## config.mk

```make
export PLATFORM = sky130hd
export DESIGN_NAME = led_matrix_scanner
export DESIGN_NICKNAME = d
export VERILOG_FILES = /design/src/rtl/led_matrix_scanner.sv
export SDC_FILE = /design/constraint.sdc
export NUM_CORES = 1
export LEC_CHECK = 0
export BUFFER_PORTS_ARGS = -buffer_cell sky130_fd_sc_hd__buf_2
export CORE_MARGIN = 5
export CORE_UTILIZATION = 30
export DETAILED_ROUTE_END_ITERATION = 8
export PLACE_DENSITY = 0.43
export SLEW_MARGIN = 20
export SYNTH_ARGS = -nofsm -noshare
export SYNTH_HDL_FRONTEND = slang
export SYNTH_SLANG_ARGS = --single-unit
```

## constraint.sdc

```tcl
create_clock -name sys_clk -period 2.3 [get_ports sys_clk]
set_input_delay 0.23 -clock sys_clk [delete_from_list [all_inputs] [get_ports sys_clk]]
set_output_delay 0.23 -clock sys_clk [all_outputs]
set_load 0.02 [all_outputs]
```

## src/rtl/led_matrix_scanner.sv

```systemverilog
// rtl/led_matrix_scanner.sv - row-scanned LED matrix driver with double-buffered frame store
// Optional PWM brightness enabled by defining LED_MATRIX_PWM_EN.
module led_matrix_scanner #(
  parameter int ROWS         = 9,
  parameter int COLS         = 8,
  parameter int SCAN_CYCLES  = 27000,
  parameter int BLANK_CYCLES = 64
) (
  input  logic                      sys_clk,
  input  logic                      rst_n,
  input  logic                      wr_en,
  input  logic [$clog2(ROWS)-1:0]   wr_row,
  input  logic [COLS-1:0]           wr_data,
  input  logic                      swap_req,
  input  logic [3:0]                bright,
  output logic                      swap_done,
  output logic                      frame_start,
  output logic [ROWS-1:0]           led_row,
  output logic [COLS-1:0]           led_col
);

  localparam int RW = $clog2(ROWS);
  localparam int CW = $clog2(SCAN_CYCLES);

  logic [CW-1:0]   cnt;
  logic [RW-1:0]   row_idx;
  logic            disp_bank;
  logic            pending;
  logic [COLS-1:0] bank [2][ROWS];

  logic            cnt_wrap;
  logic            last_row;
  logic            boundary;
  logic            do_swap;
  logic            blank;
  logic            wr_ok;
  logic            lit;
  logic [COLS-1:0] row_pat;

  always_comb begin
    cnt_wrap = (int'(cnt) == SCAN_CYCLES - 1);
    last_row = (int'(row_idx) == ROWS - 1);
    boundary = cnt_wrap && last_row;
    do_swap  = boundary && (pending || swap_req);
    blank    = (int'(cnt) < BLANK_CYCLES);
    wr_ok    = wr_en && (int'(wr_row) < ROWS);
    row_pat  = bank[disp_bank][row_idx];
  end

`ifdef LED_MATRIX_PWM_EN
  logic [3:0] pwm_cnt;

  // PWM phase only advances in the active window and restarts every slot
  always_ff @(posedge sys_clk or negedge rst_n) begin
    if (!rst_n) begin
      pwm_cnt <= '0;
    end else if (cnt_wrap) begin
      pwm_cnt <= '0;
    end else if (!blank) begin
      pwm_cnt <= (pwm_cnt == 4'd14) ? 4'd0 : pwm_cnt + 4'd1;
    end
  end

  assign lit = (pwm_cnt < bright);
`else
  logic unused_bright;
  assign unused_bright = ^bright;
  assign lit = 1'b1;
`endif

  always_ff @(posedge sys_clk or negedge rst_n) begin
    if (!rst_n) begin
      cnt         <= '0;
      row_idx     <= '0;
      disp_bank   <= 1'b0;
      pending     <= 1'b0;
      led_row     <= '0;
      led_col     <= '0;
      swap_done   <= 1'b0;
      frame_start <= 1'b0;
      for (int r = 0; r < ROWS; r++) begin
        bank[0][r] <= '0;
        bank[1][r] <= '0;
      end
    end else begin
      cnt <= cnt_wrap ? '0 : cnt + 1'b1;
      if (cnt_wrap) begin
        row_idx <= last_row ? '0 : row_idx + 1'b1;
      end
      if (do_swap) begin
        disp_bank <= ~disp_bank;
        pending   <= 1'b0;
      end else if (swap_req) begin
        pending   <= 1'b1;
      end
      // Uses the pre-swap bank select, so a write in the swap cycle is displayed next
      if (wr_ok) begin
        bank[~disp_bank][wr_row] <= wr_data;
      end
      led_row     <= ROWS'(1) << row_idx;
      led_col     <= (blank || !lit) ? '0 : row_pat;
      frame_start <= (cnt == '0) && (row_idx == '0);
      swap_done   <= do_swap;
    end
  end

endmodule
```

==> impl_metrics.py <==
metrics = {
    "clock_network": {
        "clk_latency_ps": 440,
        "cts_made_buffers": 17,
        "clockBufferDepth": 2,
        "cts_resized": 0,
        "ctsRootBufferMaster": "clkbuf_16",
        "clk_pin_slew_ps": 60,
        "hold_buffers": 1,
        "cts_htree_levels": 4,
        "post_cts_buffers": 0,
        "cts_tree": "built",
        "cts_sinks": 184,
    },
    "placement": {
        "place_ws_ps": 215,
        "dp_hpwl_um": 14400,
        "gp_congestion": 0.736,
        "portBuffers": 34,
    },
    "global_routing": {
        "grt_max_degree": 78,
        "grt_pass1_wl_um": 33600,
        "grt_pass1_vias": 5585,
        "grt.overflow.total": 0,
        "grt_use_total_pct": 14.3,
        "antenna_found_initial": 0,
    },
    "min_path": {
        "hold_end": "pending",
        "hold_depth": 3,
        "min_from": "swap_req",
        "hold_path_class": "primary input to register",
    },
    "critical_path": {
        "path_delay_family": "simple AND/OR/NAND/NOR gates",
        "crit_required_ps": 2600,
        "crit_path_start": "cnt[12]",
        "slowest_delay_ps": 670,
        "crit_fanout": 8,
        "worst-endpoint-arrival_ps": 2390,
        "crit_type": "register to register",
        "crit_path_end_kind": "register",
        "start_kind": "register",
        "r2r_end": "led_col[6]",
        "worstPathCellList": "or4_1, or3_1, nand4_1, buf_12, o211ai_1",
        "path_buf_inv": 1,
        "path_depth": 5,
        "regToRegSetupSlack_ps": 210,
        "r2r_cells": 5,
        "crit_slowest_cell": "or4_1",
        "r2r-start": "cnt[12]",
    },
    "synth": {
        "syn-num-nets": 645,
        "synth.largest_area_cell": "dfrtp_1",
        "syn_area_per_cell_um2": 13.5,
        "synth_edf_count": 0,
        "ys_ff_latch": 184,
        "ys_types": 46,
        "synthCells": 617,
        "syn_area_um2": 8340,
        "ys_async_sr_fraction_pct": 100,
        "ys_top_cells_by_area": "dfrtp_1, mux2_2, mux2i_1",
        "synth_seq_area_share_pct": 55.2,
        "synth_ff_type": "dfrtp_1",
        "ys_warn_count": 0,
        "synth.top_cell.area_share_pct": 55.2,
    },
    "floorplanning": {
        "rows": 61,
        "start_util_pct": 30.2,
        "die_y_um": 177,
        "die_area_um2": 31200,
        "core_um2": 27600,
        "io_pins": 39,
        "die_x_um": 177,
    },
    "layout": {
        "layout-drive-gt1-share_pct": 37.1,
        "nets": 700,
        "utilization_pct": 35.4,
        "area_delta_synth_final_pct": 17.4,
        "n_antenna_cell": 0,
    },
    "sta": {
        "finalWorstSetupSlack_ps": 208,
        "hold_viol": 0,
        "relSlewSlack_pct": 58.0,
        "setup_viol": 0,
        "worstMarginPinSlew_ps": 628,
        "final.setup.tns_ps": 0,
        "period_needed_ps": 2090,
        "skew_ps": 15.5,
        "max_freq_mhz": 478,
        "rsz0062_at_grt": "no",
        "slew_violations": 0,
        "timing.final.crit_share_pct": 90.9,
    },
    "power": {
        "power_density_nw_per_um2": 747,
        "peakVddDrop_uv": 478,
        "p_leak_nw": 4.28,
    },
    "route": {
        "wl_um": 21300,
        "viasPerCell": 4.85,
        "dr.pass1.iters": 4,
        "drc_errors": 0,
        "drt-initial-drc-count": 334,
        "post_drt_wl_per_cell_um": 20.0,
        "vias": 5151,
        "ant_nets": 0,
    },
    "outcome": {
        "status": "finished clean",
    },
    "run": {
        "drv_cap": 0,
    },
}
[stage by stage]
step	cell area [um^2]	total power [W]	instances	hold slack, ps
final	9780	0.00730	1062	83.7
after global routing	9780	0.00762	1062	84.5
after CTS	9780	0.00740	1062	61.3
after detailed placement	9150	0.00423	1030	202
after global placement	9150	0.00418	1030	189
after floorplan	8340	0.00401	617	-65.6
[worst max-delay path by stage]
stage | slack (ps) | to
6_report | 210 | led_col[6]
5_1_grt | 90 | row_idx[2]
3_5_place_dp | 210 | row_idx[2]
2_1_floorplan | 30 | row_idx[0]
4_1_cts | 200 | led_col[6]
3_3_place_gp | 240 | row_idx[2]
[power breakdown]
part	total [W]	leakage [nW]	internal, W	switching [W]
Sequential	0.00367	2.42	0.00353	0.000144
Combinational	0.000489	1.56	0.000265	0.000224
Clock	0.00314	0.299	0.00183	0.00131
Total	0.00730	4.28	0.00562	0.00168
[synthesized netlist by cell type, drive strengths merged, types with 6 or more instances]
| library cell | n |
|---|---|
| dfrtp | 184 |
| mux2 | 145 |
| mux2i | 59 |
| a22oi | 24 |
| clkbuf | 20 |
| nand2 | 19 |
| nor2 | 16 |
| buf | 11 |
| nand3 | 11 |
| a21oi | 10 |
| nor2b | 10 |
| and3 | 8 |
| ha | 8 |
| inv | 7 |
| nand4 | 7 |
| o21ai | 7 |
| o22ai | 7 |
| and2 | 6 |
| mux4 | 6 |
| xnor2 | 6 |
[worst register-to-register path, stage by stage, from the launching register on]
cell and delay [ps]:
dfrtp_1 410, or4_1 670, or3_1 450, nand4_1 180
buf_12 150, o211ai_1 100
[metal layers]
metal	GRT usage [%]	routed length, um
met1	18.8	9640
met3	2.56	540
met5	0	0
met4	4.51	374
met2	24.0	10700
[sequential cells by signal, summed over array words and instances, names as in the netlist]
register and flops:
bank 144, cnt 15, disp_bank 1, frame_start 1, led_col 8, led_row 9
pending 1, row_idx 4, swap_done 1
[cell usage in the layout, fill, tap and decap left out, types with 3 or more instances in the layout]
| cell | Yosys | routed |
|---|---|---|
| ha_1 | 8 | 8 |
| or3_1 | 3 | 3 |
| xnor2_1 | 6 | 6 |
| and3_1 | 8 | 8 |
| nand4_1 | 7 | 7 |
| dfrtp_1 | 184 | 182 |
| nor2b_1 | 10 | 10 |
| mux2_2 | 145 | 145 |
| o22ai_1 | 7 | 7 |
| a22oi_1 | 24 | 24 |
| buf_2 | 9 | 33 |
| clkinv_4 | 0 | 3 |
| nand3_1 | 11 | 11 |
| nor2_1 | 16 | 16 |
| clkbuf_16 | 0 | 17 |
| nand2_1 | 19 | 19 |
| or4_1 | 4 | 4 |
| nor3_1 | 5 | 5 |
| mux2i_1 | 59 | 59 |
| inv_1 | 7 | 7 |
| mux4_2 | 6 | 6 |
| bufinv_16 | 0 | 4 |
| buf_4 | 0 | 28 |
| nor4_1 | 3 | 3 |
| xor2_1 | 5 | 5 |
| o21ai_0 | 7 | 7 |
| buf_12 | 0 | 4 |
| a21oi_1 | 10 | 10 |
| and2_1 | 6 | 6 |
[kinds of logic after synthesis]
group,synth area share (%)
adder cells (fa/ha/maj),1.20
AO/OA/AOI/OAI,4.74
buffers and inverters,1.85
AND/OR/NAND/NOR,7.52
multiplexers,28.3
XOR/XNOR,1.16
flip-flops,55.2
[layout make-up]
class / count / area, um^2
inverter: 7 / 26.3
clock inverter: 13 / 195
tap: 378 / 473
multi-input combinational: 395 / 3580
sequential: 184 / 4610
timing repair buffer: 67 / 477
fill: 2702 / 17800
clock buffer: 18 / 429
No activity file was read; power rests on OpenSTA's default activity.
